**config.mk**
```make
export PLATFORM = sky130hd
export DESIGN_NAME = neuron_vec_pipe
export DESIGN_NICKNAME = d
export VERILOG_FILES = /design/src/rtl/neuron_pkg.sv /design/src/rtl/neuron_act_quant.sv /design/src/rtl/neuron_vec_pipe.sv
export SDC_FILE = /design/constraint.sdc
export NUM_CORES = 2
export LEC_CHECK = 0
export BUFFER_PORTS_ARGS = -buffer_cell sky130_fd_sc_hd__buf_2
export CAP_MARGIN = 5
export CORE_MARGIN = 5
export CORE_UTILIZATION = 55
export CTS_BUF_LIST = sky130_fd_sc_hd__clkbuf_16
export CTS_CLUSTER_SIZE = 16
export DETAILED_ROUTE_END_ITERATION = 16
export PLACE_DENSITY = 0.72
export RECOVER_POWER = 50
export SYNTH_ARGS = -nofsm -noshare
export SYNTH_HDL_FRONTEND = slang
export SYNTH_SLANG_ARGS = --single-unit
```
**constraint.sdc**
```tcl
create_clock -name clk -period 30.4 [get_ports clk]
set_clock_uncertainty 0.1 [all_clocks]
set_input_delay 1.52 -clock clk [delete_from_list [all_inputs] [get_ports clk]]
set_output_delay 1.52 -clock clk [all_outputs]
set_load 0.005 [all_outputs]
```
**src/rtl/neuron_pkg.sv**
```systemverilog
// Shared constants for the neuron datapath: activation mode encodings,
// leaky-ReLU slope shift, accumulator headroom and a clog2 helper.
// No ports; imported by neuron_vec_pipe and neuron_act_quant.
package neuron_pkg;

    // Activation select, sampled with the last beat of a frame
    localparam logic [1:0] ACT_ID    = 2'd0;
    localparam logic [1:0] ACT_RELU  = 2'd1;
    localparam logic [1:0] ACT_LEAKY = 2'd2;
    localparam logic [1:0] ACT_RSVD  = 2'd3;   // behaves as identity

    // Leaky slope is 1/8, applied as an arithmetic shift (floors)
    localparam int LEAKY_SHIFT = 3;

    // Default accumulator is 2*N + ACC_HEADROOM bits
    localparam int ACC_HEADROOM = 8;

    function automatic int clog2(input int v);
        int r;
        r = 0;
        for (int i = 0; i < 31; i++) begin
            if ((1 << i) < v) r = i + 1;
        end
        return r;
    endfunction

endpackage

```
**src/rtl/neuron_act_quant.sv**
```systemverilog
// Activation + quantiser: arithmetic shift, identity/ReLU/leaky, clamp to N bits.
// Latency: combinational (0 cycles).
// Backpressure: none; caller registers the result.
// Ports: r (ACC_W signed pre-activation), mode (activation select),
//        q (N-bit signed result), sat (clamp changed the value).
module neuron_act_quant
    import neuron_pkg::*;
#(
    parameter int N     = 18,
    parameter int ACC_W = 2 * N + ACC_HEADROOM,
    parameter int SHIFT = N
) (
    input  logic signed [ACC_W-1:0] r,
    input  logic        [1:0]       mode,
    output logic        [N-1:0]     q,
    output logic                    sat
);

    localparam logic signed [ACC_W-1:0] MAX_V = {{(ACC_W-N+1){1'b0}}, {(N-1){1'b1}}};
    localparam logic signed [ACC_W-1:0] MIN_V = {{(ACC_W-N+1){1'b1}}, {(N-1){1'b0}}};

    logic signed [ACC_W-1:0] y;
    logic signed [ACC_W-1:0] a;

    always_comb begin
        y   = r >>> SHIFT;
        a   = y;
        q   = '0;
        sat = 1'b0;
        case (mode)
            ACT_RELU:  if (y[ACC_W-1]) a = '0;
            ACT_LEAKY: if (y[ACC_W-1]) a = y >>> LEAKY_SHIFT;
            ACT_ID,
            ACT_RSVD:  a = y;
        endcase
        // Clamp in full width so sat reflects any out-of-range value
        if (a > MAX_V) begin
            q   = MAX_V[N-1:0];
            sat = 1'b1;
        end else if (a < MIN_V) begin
            q   = MIN_V[N-1:0];
            sat = 1'b1;
        end else begin
            q   = a[N-1:0];
        end
    end

endmodule

```
**src/rtl/neuron_vec_pipe.sv**
```systemverilog
// K-lane MAC neuron: products -> adder tree -> frame accumulator + bias -> act/quant.
// Latency: last beat accepted in cycle t gives out_valid in cycle t+3; 1 beat/cycle.
// Backpressure: out_valid & ~out_ready freezes every stage and drops in_ready.
// Ports: clk/rst (sync, active high); in_valid/in_ready/in_w/in_x/in_last/in_bias/in_mode
//        input beat stream; out_valid/out_ready/out_data/out_sat result stream.
module neuron_vec_pipe
    import neuron_pkg::*;
#(
    parameter int N     = 18,
    parameter int K     = 4,
    parameter int ACC_W = 2 * N + ACC_HEADROOM,
    parameter int SHIFT = N
) (
    input  logic             clk,
    input  logic             rst,
    input  logic             in_valid,
    output logic             in_ready,
    input  logic [K*N-1:0]   in_w,
    input  logic [K*N-1:0]   in_x,
    input  logic             in_last,
    input  logic [2*N-1:0]   in_bias,
    input  logic [1:0]       in_mode,
    output logic             out_valid,
    input  logic             out_ready,
    output logic [N-1:0]     out_data,
    output logic             out_sat
);

    localparam int PW     = 2 * N;
    localparam int TREE_W = PW + clog2(K);

    logic en;
    assign en       = ~(out_valid & ~out_ready);
    assign in_ready = en;

    // ---------------- S1: lane products ----------------
    logic signed [PW-1:0] prod_c  [K];
    logic signed [PW-1:0] s1_prod [K];
    logic                 s1_vld, s1_last;
    logic signed [PW-1:0] s1_bias;
    logic [1:0]           s1_mode;

    for (genvar i = 0; i < K; i++) begin : g_lane
        assign prod_c[i] = PW'($signed(in_w[i*N +: N])) * PW'($signed(in_x[i*N +: N]));
    end

    always_ff @(posedge clk) begin
        if (rst)     s1_vld <= 1'b0;
        else if (en) s1_vld <= in_valid;
    end

    always_ff @(posedge clk) begin
        if (en) begin
            for (int i = 0; i < K; i++) s1_prod[i] <= prod_c[i];
            s1_last <= in_last;
            s1_bias <= in_bias;
            s1_mode <= in_mode;
        end
    end

    // ---------------- S2: adder tree ----------------
    logic signed [TREE_W-1:0] tree_sum;
    logic signed [ACC_W-1:0]  s2_sum;
    logic                     s2_vld, s2_last;
    logic signed [PW-1:0]     s2_bias;
    logic [1:0]               s2_mode;

    always_comb begin
        tree_sum = '0;
        for (int i = 0; i < K; i++) tree_sum = tree_sum + TREE_W'(s1_prod[i]);
    end

    always_ff @(posedge clk) begin
        if (rst)     s2_vld <= 1'b0;
        else if (en) s2_vld <= s1_vld;
    end

    always_ff @(posedge clk) begin
        if (en) begin
            s2_sum  <= ACC_W'(tree_sum);
            s2_last <= s1_last;
            s2_bias <= s1_bias;
            s2_mode <= s1_mode;
        end
    end

    // ---------------- S3: accumulate, bias, activate ----------------
    logic signed [ACC_W-1:0] acc, acc_n, res;
    logic                    frame_start;
    logic [N-1:0]            q;
    logic                    q_sat;
    logic                    load;

    // frame_start stands in for a zeroed acc so a new frame never sees stale sums
    assign acc_n = (frame_start ? '0 : acc) + s2_sum;
    assign res   = acc_n + ACC_W'(s2_bias);
    assign load  = en & s2_vld & s2_last;

    neuron_act_quant #(
        .N     (N),
        .ACC_W (ACC_W),
        .SHIFT (SHIFT)
    ) u_act_quant (
        .r    (res),
        .mode (s2_mode),
        .q    (q),
        .sat  (q_sat)
    );

    always_ff @(posedge clk) begin
        if (rst) begin
            acc         <= '0;
            frame_start <= 1'b1;
            out_valid   <= 1'b0;
            out_data    <= '0;
            out_sat     <= 1'b0;
        end else begin
            if (en && s2_vld) begin
                if (s2_last) begin
                    acc         <= '0;
                    frame_start <= 1'b1;
                end else begin
                    acc         <= acc_n;
                    frame_start <= 1'b0;
                end
            end
            if (load) begin
                out_valid <= 1'b1;
                out_data  <= q;
                out_sat   <= q_sat;
            end else if (out_valid && out_ready) begin
                out_valid <= 1'b0;
            end
        end
    end

endmodule

```
==> metrics.txt <==
count of boundary I/O pins 208; critical path arrival 9280 ps; highest net fanout along the worst path 187; Synth area leaders sky130_fd_sc_hd__fa_1, sky130_fd_sc_hd__edfxtp_1, sky130_fd_sc_hd__ha_1, sky130_fd_sc_hd__inv_1, sky130_fd_sc_hd__nand2_1; final number of setup-violating endpoints 0; number of failing hold endpoints at the final stage 0; violated checks capacitance limit, slew limit; Pre-antenna DRT Iters 5; count of buffers added by post-CTS timing repair for setup 0; Yosys warning count 0; most common cell in the netlist sky130_fd_sc_hd__fa_1; synthesis-to-layout area growth 4.97%; RR Endpoint s1_prod[3][32]$_DFFE_PN_; top cell types by occurrence after synthesis sky130_fd_sc_hd__fa_1, sky130_fd_sc_hd__inv_1, sky130_fd_sc_hd__nand2_1, sky130_fd_sc_hd__ha_1, sky130_fd_sc_hd__and2_1; Worst setup EP type register; slew margin rel. -567%; TritonCTS clock tree yes; Synth Register Bits 327; mux contribution to synthesized area 0.0466%; register cell area after layout 9150 µm²; final-layout setup total negative slack 0 ps; Die Outline Area 124000 µm²; cell with the largest stage delay on the worst path sky130_fd_sc_hd__clkbuf_1; cts bufs inserted 38; clk slew on worst S/H paths 60 ps; Post-Synth Simple-Gate Area 14.1%; total overflow reported by the global router 0; cell count of the worst hold path 0; number of hold buffers added after CTS 0; synthesized area per cell 9.84 µm²; number of global-route vias before repair 48065; fraction of post-synthesis cell area in the top cell type by area 43.2%; sequential element share of the synthesized area 14.2%; Final period util 31.3%; cells after synthesis 6552; clock root buffer master sky130_fd_sc_hd__clkbuf_16; width of the die 352 µm; critical path buffer and inverter count 2; initial detailed-routing violation count 2618; Die Height 352 µm; Via density 5.48; filler cell count 9908; nets in the synthesized netlist 8626; Clock Path Buffers 3; H-tree depth 2; total number of placement rows 125; count of input and output buffers 207; post-detailed-placement half-perimeter wirelength 124000 µm; CP Cell Sequence buf_2 > nand2b_1 > clkbuf_1; post-detailed-route DRC marker count 0; clock net sink count 327; Synth Area in Compound Gates 6.27%; latest clock arrival within the worst-skew pair 570 ps; cell type group with the largest total delay on the critical path buffers and inverters; EDFF count, synth 260; Core Region 116000 µm²; delay of the slowest critical-path stage 6870 ps; dominant cell type by area after synthesis sky130_fd_sc_hd__fa_1; startpoint class of the critical path input pin; ys async rst share 0%; CTS-repair resized insts 0; final critical-path required period 9530 ps; critical path required time 30150 ps; adder and majority cell fraction of the synthesized area 52.8%; combined area of the multi-input logic cells 49200 µm²; initial core utilization 55.5%; Worst-Margin Slew 10000 ps; max cap viols 3; type of the worst setup path in2reg; total via count in the routed design 44405; final WL 152000 µm; sink of the worst hold path s2_bias[5]$_DFFE_PN_; flop-to-flop setup slack 21640 ps; worst min-delay path class reg2reg; Max Fclk 105 MHz; count of pins over their slew limit 304; most used flip-flop cell after synthesis sky130_fd_sc_hd__edfxtp_1; launch instance of the worst register-to-register path out_valid$_SDFFE_PP0P_; Routed Antenna Nets 0; hold path start s1_bias[5]$_DFFE_PN_; post-synth cell types 83; run status finished, violations left; setup repair after global routing missed its margin false; initial antenna violation count 7; routability congestion estimate from global placement 0.873; total track usage 25.0%; routed wire length per instance 18.7 µm; first-pass GRT wire length 251000 µm; largest net degree at the start of global routing 188; largest family of logic cells by synthesized area adder cells; layout cell share with drive strength beyond 1 4.26%; Nets 8622; Netlist Area Pre-Place 64400 µm²; post-synthesis xor/xnor area fraction 3.20%; r2r worst-path depth 2
sequential cells by signal, indices dropped and copies added (netlist names):
name	flops
s1_bias	36
s1_last	1
s2_sum	38
s2_vld	1
s2_mode	2
out_sat	1
out_data	18
s1_vld	1
s1_mode	2
frame_start	1
s1_prod	144
acc	44
s2_bias	36
out_valid	1
s2_last	1
area by class of cell:
type                    instances  area share (%)
multi-input cells            4615            72.8
flip-flops and latches        327            13.5
inverters                    1353            7.51
well taps                    1524            2.82
repair buffers                213            1.53
clock buffers                  39            1.44
clock inverters                30           0.366
diodes                          4          0.0148
cells in the final DEF (no fill, tap or decap), types with 25 or more instances in the layout:
master / Yosys / layout
sky130_fd_sc_hd__nand3_1: 43 / 43
sky130_fd_sc_hd__and2_1: 465 / 459
sky130_fd_sc_hd__nor2b_1: 71 / 71
sky130_fd_sc_hd__xnor2_1: 188 / 188
sky130_fd_sc_hd__fa_1: 1390 / 1390
sky130_fd_sc_hd__a21oi_1: 159 / 159
sky130_fd_sc_hd__buf_2: 1 / 181
sky130_fd_sc_hd__and3_1: 25 / 25
sky130_fd_sc_hd__edfxtp_1: 260 / 260
sky130_fd_sc_hd__inv_1: 1353 / 1361
sky130_fd_sc_hd__xor2_1: 41 / 41
sky130_fd_sc_hd__ha_1: 497 / 497
sky130_fd_sc_hd__clkbuf_1: 254 / 29
sky130_fd_sc_hd__nand2_1: 869 / 869
sky130_fd_sc_hd__nand2b_1: 97 / 97
sky130_fd_sc_hd__nor2_1: 217 / 216
sky130_fd_sc_hd__nor3_1: 48 / 48
sky130_fd_sc_hd__clkbuf_16: 0 / 39
sky130_fd_sc_hd__dfxtp_1: 67 / 67
sky130_fd_sc_hd__a22oi_1: 57 / 57
sky130_fd_sc_hd__o21a_1: 28 / 28
sky130_fd_sc_hd__a21o_1: 60 / 60
sky130_fd_sc_hd__o21ai_0: 99 / 99
how the worst max path moves through the flow:
stage / cells past startpoint / end / slack, ps / startpoint
floorplan: 9 / out_data[10]$_SDFFE_PP0P_ / 19690 / out_ready
global placement: 29 / s1_prod[0][35]$_DFFE_PN_ / 21390 / in_w[5]
detailed placement: 29 / s1_prod[0][35]$_DFFE_PN_ / 21320 / in_w[5]
CTS: 29 / s1_prod[0][35]$_DFFE_PN_ / 21900 / in_w[5]
global route: 3 / s1_prod[3][32]$_DFFE_PN_ / 20180 / out_ready
finish: 3 / s1_prod[3][32]$_DFFE_PN_ / 20870 / out_ready
cells by family (layout without fill, tap and decap cells):
logic type / after synthesis / count (layout)
other: 0 / 4
AOI/OAI and AO/OA: 598 / 598
and+or+nand+nor: 1895 / 1895
buffers and inverters: 1610 / 1635
muxes: 3 / 3
DFF: 327 / 327
xor gates and xnor gates: 232 / 232
adders and majority gates: 1887 / 1887
layer usage:
metal  share of wire (%)  global-route usage, %  up-vias
met5               0.021                      0        -
met1                  41                   33.3    22823
met3                 6.1                   3.53      246
met2                  50                   43.4     1368
li1                    -                      -    19964
met4                 2.8                   6.96        4
stage by stage:
step	util (%)	hold WS (ps)	instances	area (µm²)	setup WS, ps
2_1_floorplan	-	300	6552	64400	19690
3_3_place_gp	57.2	303	8032	66500	21390
3_5_place_dp	57.2	305	8032	66500	21320
4_1_cts	58.3	313	8101	67700	21900
5_1_grt	58.2	324	8102	67600	20180
6_report	58.2	314	8105	67600	20870
Power is left out: the tool's default activity adds up to more than one toggle a clock period on the data nets, which glitch-free logic cannot reach.
